**src/rtl/lvds_pkg.sv**
```systemverilog
// Shared constants and state encoding for the lvds serial link.
package lvds_pkg;

    localparam logic [31:0] LVDS_SYNC_WORD = 32'h5346444B;  // "SFDK"
    localparam int          LVDS_SYNC_W    = 32;

    typedef enum logic {
        HUNT = 1'b0,
        RX   = 1'b1
    } lvds_state_e;

endpackage

```
**src/rtl/lvds_rx_sync_det.sv**
```systemverilog
// Input register plus sliding header window; flags a header match combinationally.
module lvds_sync_det
    import lvds_pkg::*;
#(
    parameter logic [LVDS_SYNC_W-1:0] SYNC_WORD = LVDS_SYNC_WORD
) (
    input  logic lvds_clk,
    input  logic rst_n,
    input  logic din_i,
    input  logic en_i,
    input  logic clr_i,
    output logic din_q_o,
    output logic match_o
);

    logic                   din_q;
    logic [LVDS_SYNC_W-2:0] hdr_sr_q;
    logic [LVDS_SYNC_W-1:0] hdr_nxt;

    // Only 31 history bits are kept: the oldest bit would shift out unused.
    assign hdr_nxt = {hdr_sr_q, din_q};
    assign match_o = en_i && (hdr_nxt == SYNC_WORD);
    assign din_q_o = din_q;

    always_ff @(posedge lvds_clk or negedge rst_n) begin
        if (!rst_n) begin
            din_q    <= 1'b0;
            hdr_sr_q <= '0;
        end else begin
            din_q <= din_i;
            if (clr_i)
                hdr_sr_q <= '0;
            else if (en_i)
                hdr_sr_q <= hdr_nxt[LVDS_SYNC_W-2:0];
        end
    end

endmodule

```
**src/rtl/lvds_rx.sv**
```systemverilog
// Serial frame receiver: hunts for the header, then deserialises PAYLOAD_WORDS words.
module lvds_rx
    import lvds_pkg::*;
#(
    parameter logic [LVDS_SYNC_W-1:0] SYNC_WORD     = LVDS_SYNC_WORD,
    parameter int                     WORD_W        = 32,
    parameter int                     PAYLOAD_WORDS = 1
) (
    input  logic              lvds_clk,
    input  logic              rst_n,
    input  logic              rx_en,
    input  logic              lvds_data_in,
    output logic              sync_det,
    output logic [WORD_W-1:0] data_out,
    output logic              data_valid,
    output logic              frame_done,
    output logic              busy,
    output logic [15:0]       frame_cnt
);

    localparam logic [4:0] LAST_BIT  = 5'(WORD_W - 1);
    localparam logic [7:0] LAST_WORD = 8'(PAYLOAD_WORDS - 1);
    localparam bit         HDR_ONLY  = (PAYLOAD_WORDS == 0);

    lvds_state_e       state_q;
    logic [4:0]        bit_cnt_q;
    logic [7:0]        word_cnt_q;
    logic              din_q;
    logic              match;
    logic              word_end;
    logic              last_word;
    logic              hdr_clr;
    logic [WORD_W-1:0] pay_nxt;

    assign word_end  = (state_q == RX) && (bit_cnt_q == LAST_BIT);
    assign last_word = word_end && (word_cnt_q == LAST_WORD);
    // The window restarts empty after every frame so the next header needs fresh bits.
    assign hdr_clr   = !rx_en || last_word || (match && HDR_ONLY);

    lvds_sync_det #(
        .SYNC_WORD(SYNC_WORD)
    ) u_sync (
        .lvds_clk(lvds_clk),
        .rst_n   (rst_n),
        .din_i   (lvds_data_in),
        .en_i    (rx_en && (state_q == HUNT)),
        .clr_i   (hdr_clr),
        .din_q_o (din_q),
        .match_o (match)
    );

    generate
        if (WORD_W > 1) begin : g_pay
            logic [WORD_W-2:0] pay_sr_q;

            assign pay_nxt = {pay_sr_q, din_q};

            always_ff @(posedge lvds_clk or negedge rst_n) begin
                if (!rst_n)
                    pay_sr_q <= '0;
                else if (!rx_en)
                    pay_sr_q <= '0;
                else if (state_q == RX)
                    pay_sr_q <= pay_nxt[WORD_W-2:0];
            end
        end else begin : g_pay1
            assign pay_nxt = din_q;
        end
    endgenerate

    always_ff @(posedge lvds_clk or negedge rst_n) begin
        if (!rst_n) begin
            state_q    <= HUNT;
            bit_cnt_q  <= '0;
            word_cnt_q <= '0;
            sync_det   <= 1'b0;
            data_out   <= '0;
            data_valid <= 1'b0;
            frame_done <= 1'b0;
            busy       <= 1'b0;
            frame_cnt  <= '0;
        end else begin
            sync_det   <= 1'b0;
            data_valid <= 1'b0;
            frame_done <= 1'b0;
            if (!rx_en) begin
                // Abort: partial frame dropped, data_out and frame_cnt kept.
                state_q    <= HUNT;
                bit_cnt_q  <= '0;
                word_cnt_q <= '0;
                busy       <= 1'b0;
            end else begin
                case (state_q)
                    HUNT: begin
                        if (match) begin
                            sync_det  <= 1'b1;
                            frame_cnt <= frame_cnt + 16'd1;
                            if (!HDR_ONLY) begin
                                state_q    <= RX;
                                bit_cnt_q  <= '0;
                                word_cnt_q <= '0;
                                busy       <= 1'b1;
                            end
                        end
                    end
                    RX: begin
                        bit_cnt_q <= bit_cnt_q + 5'd1;
                        if (word_end) begin
                            data_out   <= pay_nxt;
                            data_valid <= 1'b1;
                            bit_cnt_q  <= '0;
                            word_cnt_q <= word_cnt_q + 8'd1;
                            if (last_word) begin
                                frame_done <= 1'b1;
                                state_q    <= HUNT;
                                busy       <= 1'b0;
                            end
                        end
                    end
                    default: state_q <= HUNT;
                endcase
            end
        end
    end

endmodule

```
**config.mk**
```make
export PLATFORM = sky130hd
export DESIGN_NAME = lvds_rx
export DESIGN_NICKNAME = d
export VERILOG_FILES = /design/src/rtl/lvds_pkg.sv /design/src/rtl/lvds_rx_sync_det.sv /design/src/rtl/lvds_rx.sv
export SDC_FILE = /design/constraint.sdc
export NUM_CORES = 1
export LEC_CHECK = 0
export CORE_MARGIN = 2
export CORE_UTILIZATION = 56
export CTS_CLUSTER_DIAMETER = 60
export CTS_CLUSTER_SIZE = 16
export DETAILED_ROUTE_END_ITERATION = 12
export PLACE_DENSITY = 0.79
export SLEW_MARGIN = 5
export SYNTH_ARGS = -nofsm -noshare
export SYNTH_HDL_FRONTEND = slang
export SYNTH_SLANG_ARGS = --single-unit
export TNS_END_PERCENT = 100
```
**constraint.sdc**
```tcl
create_clock -name lvds_clk -period 2.39 [get_ports lvds_clk]
set_clock_uncertainty 0.05 [all_clocks]
set_input_delay 0.717 -clock lvds_clk [delete_from_list [all_inputs] [get_ports lvds_clk]]
set_output_delay 0.717 -clock lvds_clk [all_outputs]
set_load 0.03 [all_outputs]
```
==> metrics.md, run 1 <==
| Metric | Value |
|---|---|
| GR Util All Layers | `0.225` |
| Area occupied by multi-input gates | `2050 sq um` |
| Most frequent cells in the layout | `dfrtp_1, clkdlybuf4s50_1, mux2i_1, mux2_2, nor2b_1` |
| Placer Congestion | `0.853` |
| Register area share after synthesis | `0.600` |
| Crit-path max cell delay | `0.68 ns` |
| Slowest stage cell, crit path | `clkdlybuf4s50_1` |
| Share of cells above drive strength 1 | `0.196` |
| Max-slew violation count | `0` |
| Core Area | `9280 sq um` |
| Layout Nets | `482` |
| # IOs | `56` |
| Final WL | `10,500 microns` |
| WS Path Type | `register to output port` |
| Initial DRC count | `170` |
| Clock-pin slew on the worst setup and hold paths | `0.06 ns` |
| Leak | `3.14 nW` |
| CP arrival | `1.57 ns` |
| Worst EP required | `1.62 ns` |
| Number of global-route vias before repair | `3,576` |
| R2R depth | `8` |
| Hold WS | `0.115 ns` |
| Vias per cell | `5.67` |
| Yosys warns | `0` |
| Startpoint types | `register` |
| Wire per inst | `17.1 microns` |
| First-pass GRT wire length | `17,900 microns` |
| RSZ-0062 raised after global routing | `false` |
| Initial antenna violation count | `0` |
| Final Core Density | `0.724` |
| Cell area after layout | `6720 sq um` |
| Crit path max-delay family | `buffers and inverters` |
| Status | `finished, final reports clean` |
| Actual slew at the worst max-slew pin | `0.589 ns` |
| # clock sinks | `129` |
| DR DRC count | `0` |
| Die width | `102 microns` |
| Number of port buffers | `55` |
| Router iterations before antenna repair | `4` |
| Register Area | `3230 sq um` |
| Synth Instances | `408` |
| Worst R2R Setup Slack | `0.18 ns` |
| Synth-to-Final Area Change | `24.9%` |
| Crit path buffers/inverters | `1` |
| Crit-path cells | `clkdlybuf4s50_1` |
| Hold WC Path Type | `primary input to async pin` |
| Total grt overflow | `0` |
| Critical path depth | `1` |
| Fill cells | `632` |
| # Max-Cap Violations | `0` |
| Tcrit/Tclk final | `0.976` |
| Pwr dens | `721 nW/um^2` |
| Ys flop type | `dfrtp_1` |
| Final Critical Period | `2.33 ns` |
| Worst Setup End Kind | `output port` |
| Maximum buffer depth of the clock tree | `2` |
| Ys async rst share | `1.00` |
| Slew HR | `0.607` |
| Commonest non-fill, non-tap cell in the layout | `dfrtp_1` |
| Die height | `102 microns` |
| EDFF count, synth | `0` |
| Placed Area | `6150 sq um` |
| Vias | `3,483` |
| Antenna diodes | `0` |
| Yosys reg bits | `129` |
| CTS H-tree depth | `4` |
| CTS tree | `yes` |
| Num CTS Buffers | `17` |
| Largest net degree at the start of global routing | `59` |
| Synthesized area | `5380 sq um` |
| Peak supply drop | `0.384 mV` |
| Fmax | `0.429 GHz` |
| CP Max Fanout | `2` |
| DP HPWL | `6250 microns` |
| Setup Buffers After CTS | `0` |
| Root Buffer | `clkbuf_8` |
| Full die area | `10,400 sq um` |
| Clock Latency Late Sink | `0.52 ns` |
| FP Rows | `35` |
| Yosys cell types | `41` |
| Setup violations, final | `0` |
| Final ANT Viol Nets | `0` |
| Hold Vio Cnt, Final | `0` |
| Syn_area_per_cell | `13.2 sq um` |
| Mapped Nets | `417` |
| RR Startpoint | `bit_cnt_q[0]` |
| Initial core utilization | `0.580` |
| R2r endpoint | `word_cnt_q[6]` |
==> repair_timing <==
item / in CTS / in global routing
pin swaps: 0 / 0
hold buffers: 0 / 0
gates resized for setup: 14 / 3
endpoints found under the setup margin: 14 / 3
==> worst register-to-register path, cell delays in order, from the launching register on <==
cell	delay (ns)
dfrtp_1	0.41
ha_1	0.23
and3_1	0.18
ha_1	0.28
nand3b_1	0.22
and4_1	0.25
nand3_1	0.12
nor3_1	0.07
a221o_1	0.28
==> flip-flops by register name (all words and copies together), names as in the netlist <==
signal	flops
sync_det	1
frame_done	1
busy	1
u_sync.hdr_sr_q	31
state_q	1
word_cnt_q	8
bit_cnt_q	5
g_pay.pay_sr_q	31
u_sync.din_q_o	1
data_valid	1
frame_cnt	16
data_out	32
==> report_power, final <==
group	switching, mW	internal [mW]
Sequential	0.00904	2.19
Combinational	0.0786	0.0358
Clock	0.942	1.58
==> worst max path at each step <==
| stage | from | to | slack (ns) |
|---|---|---|---|
| after CTS | frame_cnt[1] | frame_cnt[1] | 0.002 |
| after global placement | rx_en | frame_cnt[13] | 0.02 |
| final | data_out[14] | data_out[14] | 0.06 |
| after detailed placement | rx_en | frame_cnt[8] | -0.03 |
| after global routing | data_out[11] | data_out[11] | 0.005 |
| after floorplan | bit_cnt_q[0] | word_cnt_q[5] | 0.23 |
==> cell type report <==
class	count	share of cell area
inverters	3	0.00168
well taps	129	0.0240
repair buffers	69	0.103
flip-flops and latches	129	0.481
clock inverters	9	0.0158
multi-input cells	253	0.304
clock buffers	22	0.0704
==> logic make-up (layout without fill, tap and decap cells) <==
logic type	after synthesis	in the layout	share of synthesized area
flops	129	129	0.600
simple gates	118	118	0.136
mux	66	66	0.130
buf+inv	26	103	0.0214
xor+xnor	17	17	0.0277
compound gates	47	47	0.0735
fa+ha+maj	5	5	0.0116
==> stage by stage <==
step | TNS (ns) | power (mW) | instances | setup WS [ns]
after floorplan | 0 | 2.28 | 408 | 0.232
after global placement | 0 | 2.36 | 583 | 0.0171
after detailed placement | -0.0428 | 2.36 | 583 | -0.0346
after CTS | 0 | 4.87 | 614 | 0.00159
after global routing | 0 | 4.99 | 614 | 0.00539
final | 0 | 4.84 | 614 | 0.0576
==> cell usage after synthesis, drive strengths merged, types with 2 or more instances <==
master | number | area [sq um]
a21oi | 2 | 10.0
a221o | 3 | 30.0
a22o | 33 | 292
a31oi | 2 | 12.5
and3 | 7 | 43.8
and4 | 2 | 17.5
and4bb | 5 | 62.6
buf | 10 | 55.1
clkbuf | 13 | 48.8
dfrtp | 129 | 3230
ha | 5 | 62.6
inv | 3 | 11.3
mux2 | 33 | 372
mux2i | 33 | 330
nand2 | 16 | 60.1
nand3 | 13 | 65.1
nand3b | 2 | 15.0
nand4 | 10 | 62.6
nor2 | 14 | 60.1
nor2b | 33 | 206
nor3 | 6 | 30.0
nor4 | 2 | 27.5
nor4b | 3 | 45.0
o22ai | 2 | 12.5
or2 | 2 | 12.5
xnor2 | 10 | 87.6
xor2 | 7 | 61.3
==> layer usage <==
layer | GRT usage | wire length [microns]
met4 | 0.0903 | 121
met1 | 0.313 | 4780
met3 | 0.0602 | 461
met5 | 0 | 0
met2 | 0.341 | 5120
Note: power is estimated with default switching activity, not from simulation.
==> run 2: changes to the inputs <==
--- a/config.mk
+++ b/config.mk
@@ -10,8 +10,9 @@
 export CTS_CLUSTER_DIAMETER = 60
 export CTS_CLUSTER_SIZE = 16
 export DETAILED_ROUTE_END_ITERATION = 12
+export GPL_TIMING_DRIVEN = 0
 export PLACE_DENSITY = 0.79
-export SLEW_MARGIN = 5
+export SLEW_MARGIN = 25
 export SYNTH_ARGS = -nofsm -noshare
 export SYNTH_HDL_FRONTEND = slang
 export SYNTH_SLANG_ARGS = --single-unit
==> run 2 against run 1 <==
Against the previous run: non-clock buffer count rose by 10; critical path depth is the same; global-route usage is 1.1 points lower; first-iteration DRC count grew 1.2%; power fell by 2.4%; highest routed layer unchanged.
==> metrics.md, run 2 (synthesized netlist as in run 1, its figures left out) <==
| Metric | Value |
|---|---|
| CP arrival | `1.56 ns (about the same)` |
| Num CTS Buffers | `17 (unchanged)` |
| Hold WC Path Type | `primary input to async pin` |
| Slowest stage cell, crit path | `clkdlybuf4s50_1` |
| Actual slew at the worst max-slew pin | `0.594 ns (+0.00529 ns)` |
| Root Buffer | `clkbuf_8` |
| Layout Nets | `492 (+2.1%)` |
| Vias per cell | `5.50 (-3.1%)` |
| Setup TNS | `0 ns (unchanged)` |
| Largest regs | `data_out (32), g_pay.pay_sr_q (31), u_sync.hdr_sr_q (31)` |
| # Max-Cap Violations | `0 (unchanged)` |
| Pwr dens | `704 nW/um^2 (-2.3%)` |
| Leak | `3.17 nW (+1.0%)` |
| # clock sinks | `129 (unchanged)` |
| Crit path buffers/inverters | `1 (unchanged)` |
| GR Util All Layers | `0.214 (-0.0110)` |
| Initial antenna violation count | `0 (unchanged)` |
| CTS H-tree depth | `4 (unchanged)` |
| DR DRC count | `0 (unchanged)` |
| Placer Congestion | `0.907 (+6.4%)` |
| Final Core Density | `0.723 (about the same)` |
| DP HPWL | `6510 microns (+4.3%)` |
| CTS tree | `yes` |
| Max-slew violation count | `0 (unchanged)` |
| Full die area | `10,400 sq um (unchanged)` |
| Number of global-route vias before repair | `3,450 (-3.5%)` |
| Biggest register | `data_out` |
| Crit path max-delay family | `buffers and inverters` |
| Most frequent cells in the layout | `dfrtp_1, clkdlybuf4s50_1, mux2i_1, nor2b_1, mux2_2` |
| Share of cells above drive strength 1 | `0.188 (-0.00838)` |
| Final WL | `10,200 microns (-3.0%)` |
| Setup ws final | `0.0581 ns (+0.000457 ns)` |
| Antenna diodes | `0 (unchanged)` |
| Worst Setup End Kind | `output port` |
| Max FFs per register | `32 (unchanged)` |
| Hold Vio Cnt, Final | `0 (unchanged)` |
| FP Rows | `35 (unchanged)` |
| Startpoint types | `register` |
| Setup violations, final | `0 (unchanged)` |
| Largest net degree at the start of global routing | `66 (+12%)` |
| CP Max Fanout | `3 (+1)` |
| Fmax | `0.429 GHz (about the same)` |
| Final Critical Period | `2.33 ns (-0.000457 ns)` |
| Initial core utilization | `0.580 (unchanged)` |
| Crit-path max cell delay | `0.68 ns (about the same)` |
| Total grt overflow | `0 (unchanged)` |
| Vias | `3,435 (-1.4%)` |
| Commonest non-fill, non-tap cell in the layout | `dfrtp_1` |
| Die width | `102 microns (unchanged)` |
| # IOs | `56 (unchanged)` |
| CTS hold repair buffers | `0 (unchanged)` |
| Wire per inst | `16.3 microns (-4.7%)` |
| Initial DRC count | `172 (+1.2%)` |
| Tcrit/Tclk final | `0.976 (about the same)` |
| Dpl ws | `-0.265 ns (-0.231 ns)` |
| Synth-to-Final Area Change | `24.8% (about the same)` |
| Maximum buffer depth of the clock tree | `2 (unchanged)` |
| Placed Area | `6130 sq um (-0.41%)` |
| Worst R2R Setup Slack | `0.15 ns (-0.03 ns)` |
| Core Area | `9280 sq um (unchanged)` |
| Crit-path cells | `clkdlybuf4s50_1` |
| Number of port buffers | `55 (unchanged)` |
| WS Path Type | `register to output port` |
| Final ANT Viol Nets | `0 (unchanged)` |
| Clock-pin slew on the worst setup and hold paths | `0.06 ns (about the same)` |
| First-pass GRT wire length | `17,000 microns (-5.1%)` |
| Peak supply drop | `0.484 mV (+26%)` |
| Status | `finished, final reports clean` |
| Cell area after layout | `6710 sq um (about the same)` |
| Worst EP required | `1.62 ns (about the same)` |
| Die height | `102 microns (unchanged)` |
| Clock Latency Late Sink | `0.51 ns (about the same)` |
| Slew HR | `0.604 (-0.00353)` |
| Router iterations before antenna repair | `4 (unchanged)` |
[run 2: where the power goes]
group / internal [mW] / switching (mW) / total, mW
Clock: 1.47 / 0.949 / 2.41
Combinational: 0.0319 / 0.0769 / 0.109
Sequential: 2.19 / 0.00859 / 2.20
Total: 3.69 / 1.03 / 4.72
[run 2: per-layer routing]
| metal | up-vias | track usage | routed length [microns] |
|---|---|---|---|
| li1 | 1623 | - | - |
| met5 | - | 0 | 0 |
| met3 | 6 | 0.0581 | 385 |
| met1 | 1736 | 0.308 | 4820 |
| met2 | 70 | 0.313 | 4870 |
| met4 | 0 | 0.0831 | 97 |
[run 2: path summary, 6_finish.rpt]
check	end	cells after the start	start
setup / recovery	frame_cnt[13]	1	frame_cnt[13]
hold / removal	u_sync.hdr_sr_q[15]	1	rst_n
setup reg to reg	u_sync.hdr_sr_q[14]	7	bit_cnt_q[0]
hold reg to reg	bit_cnt_q[3]	1	bit_cnt_q[3]
max in group asynchronous	u_sync.hdr_sr_q[26]	2	rst_n
min in group lvds_clk	bit_cnt_q[3]	1	bit_cnt_q[3]
[run 2: per-stage QoR]
| stage | cells | hold WS, ns | power, mW |
|---|---|---|---|
| after floorplan | 408 | 0.371 | 2.28 |
| after global placement | 592 | 0.408 | 2.35 |
| after detailed placement | 593 | 0.411 | 2.35 |
| after CTS | 626 | 0.114 | 4.76 |
| after global routing | 625 | 0.119 | 4.89 |
| final | 625 | 0.103 | 4.72 |
[run 2: area by class of cell]
type	count	area, sq um
tap	129	161
fill	644	2570
sequential	129	3230
buffer	22	103
timing repair buffer	57	603
inverter	3	11.3
clock buffer	21	459
clock inverter	11	105
multi-input combinational	253	2040
[run 2: what timing repair did]
action | CTS | global route
endpoints found under the setup margin | 58 | 70
cloned | 0 | 0
resized for setup | 9 | 8
pin swaps | 0 | 0
setup buffers | 1 | 0
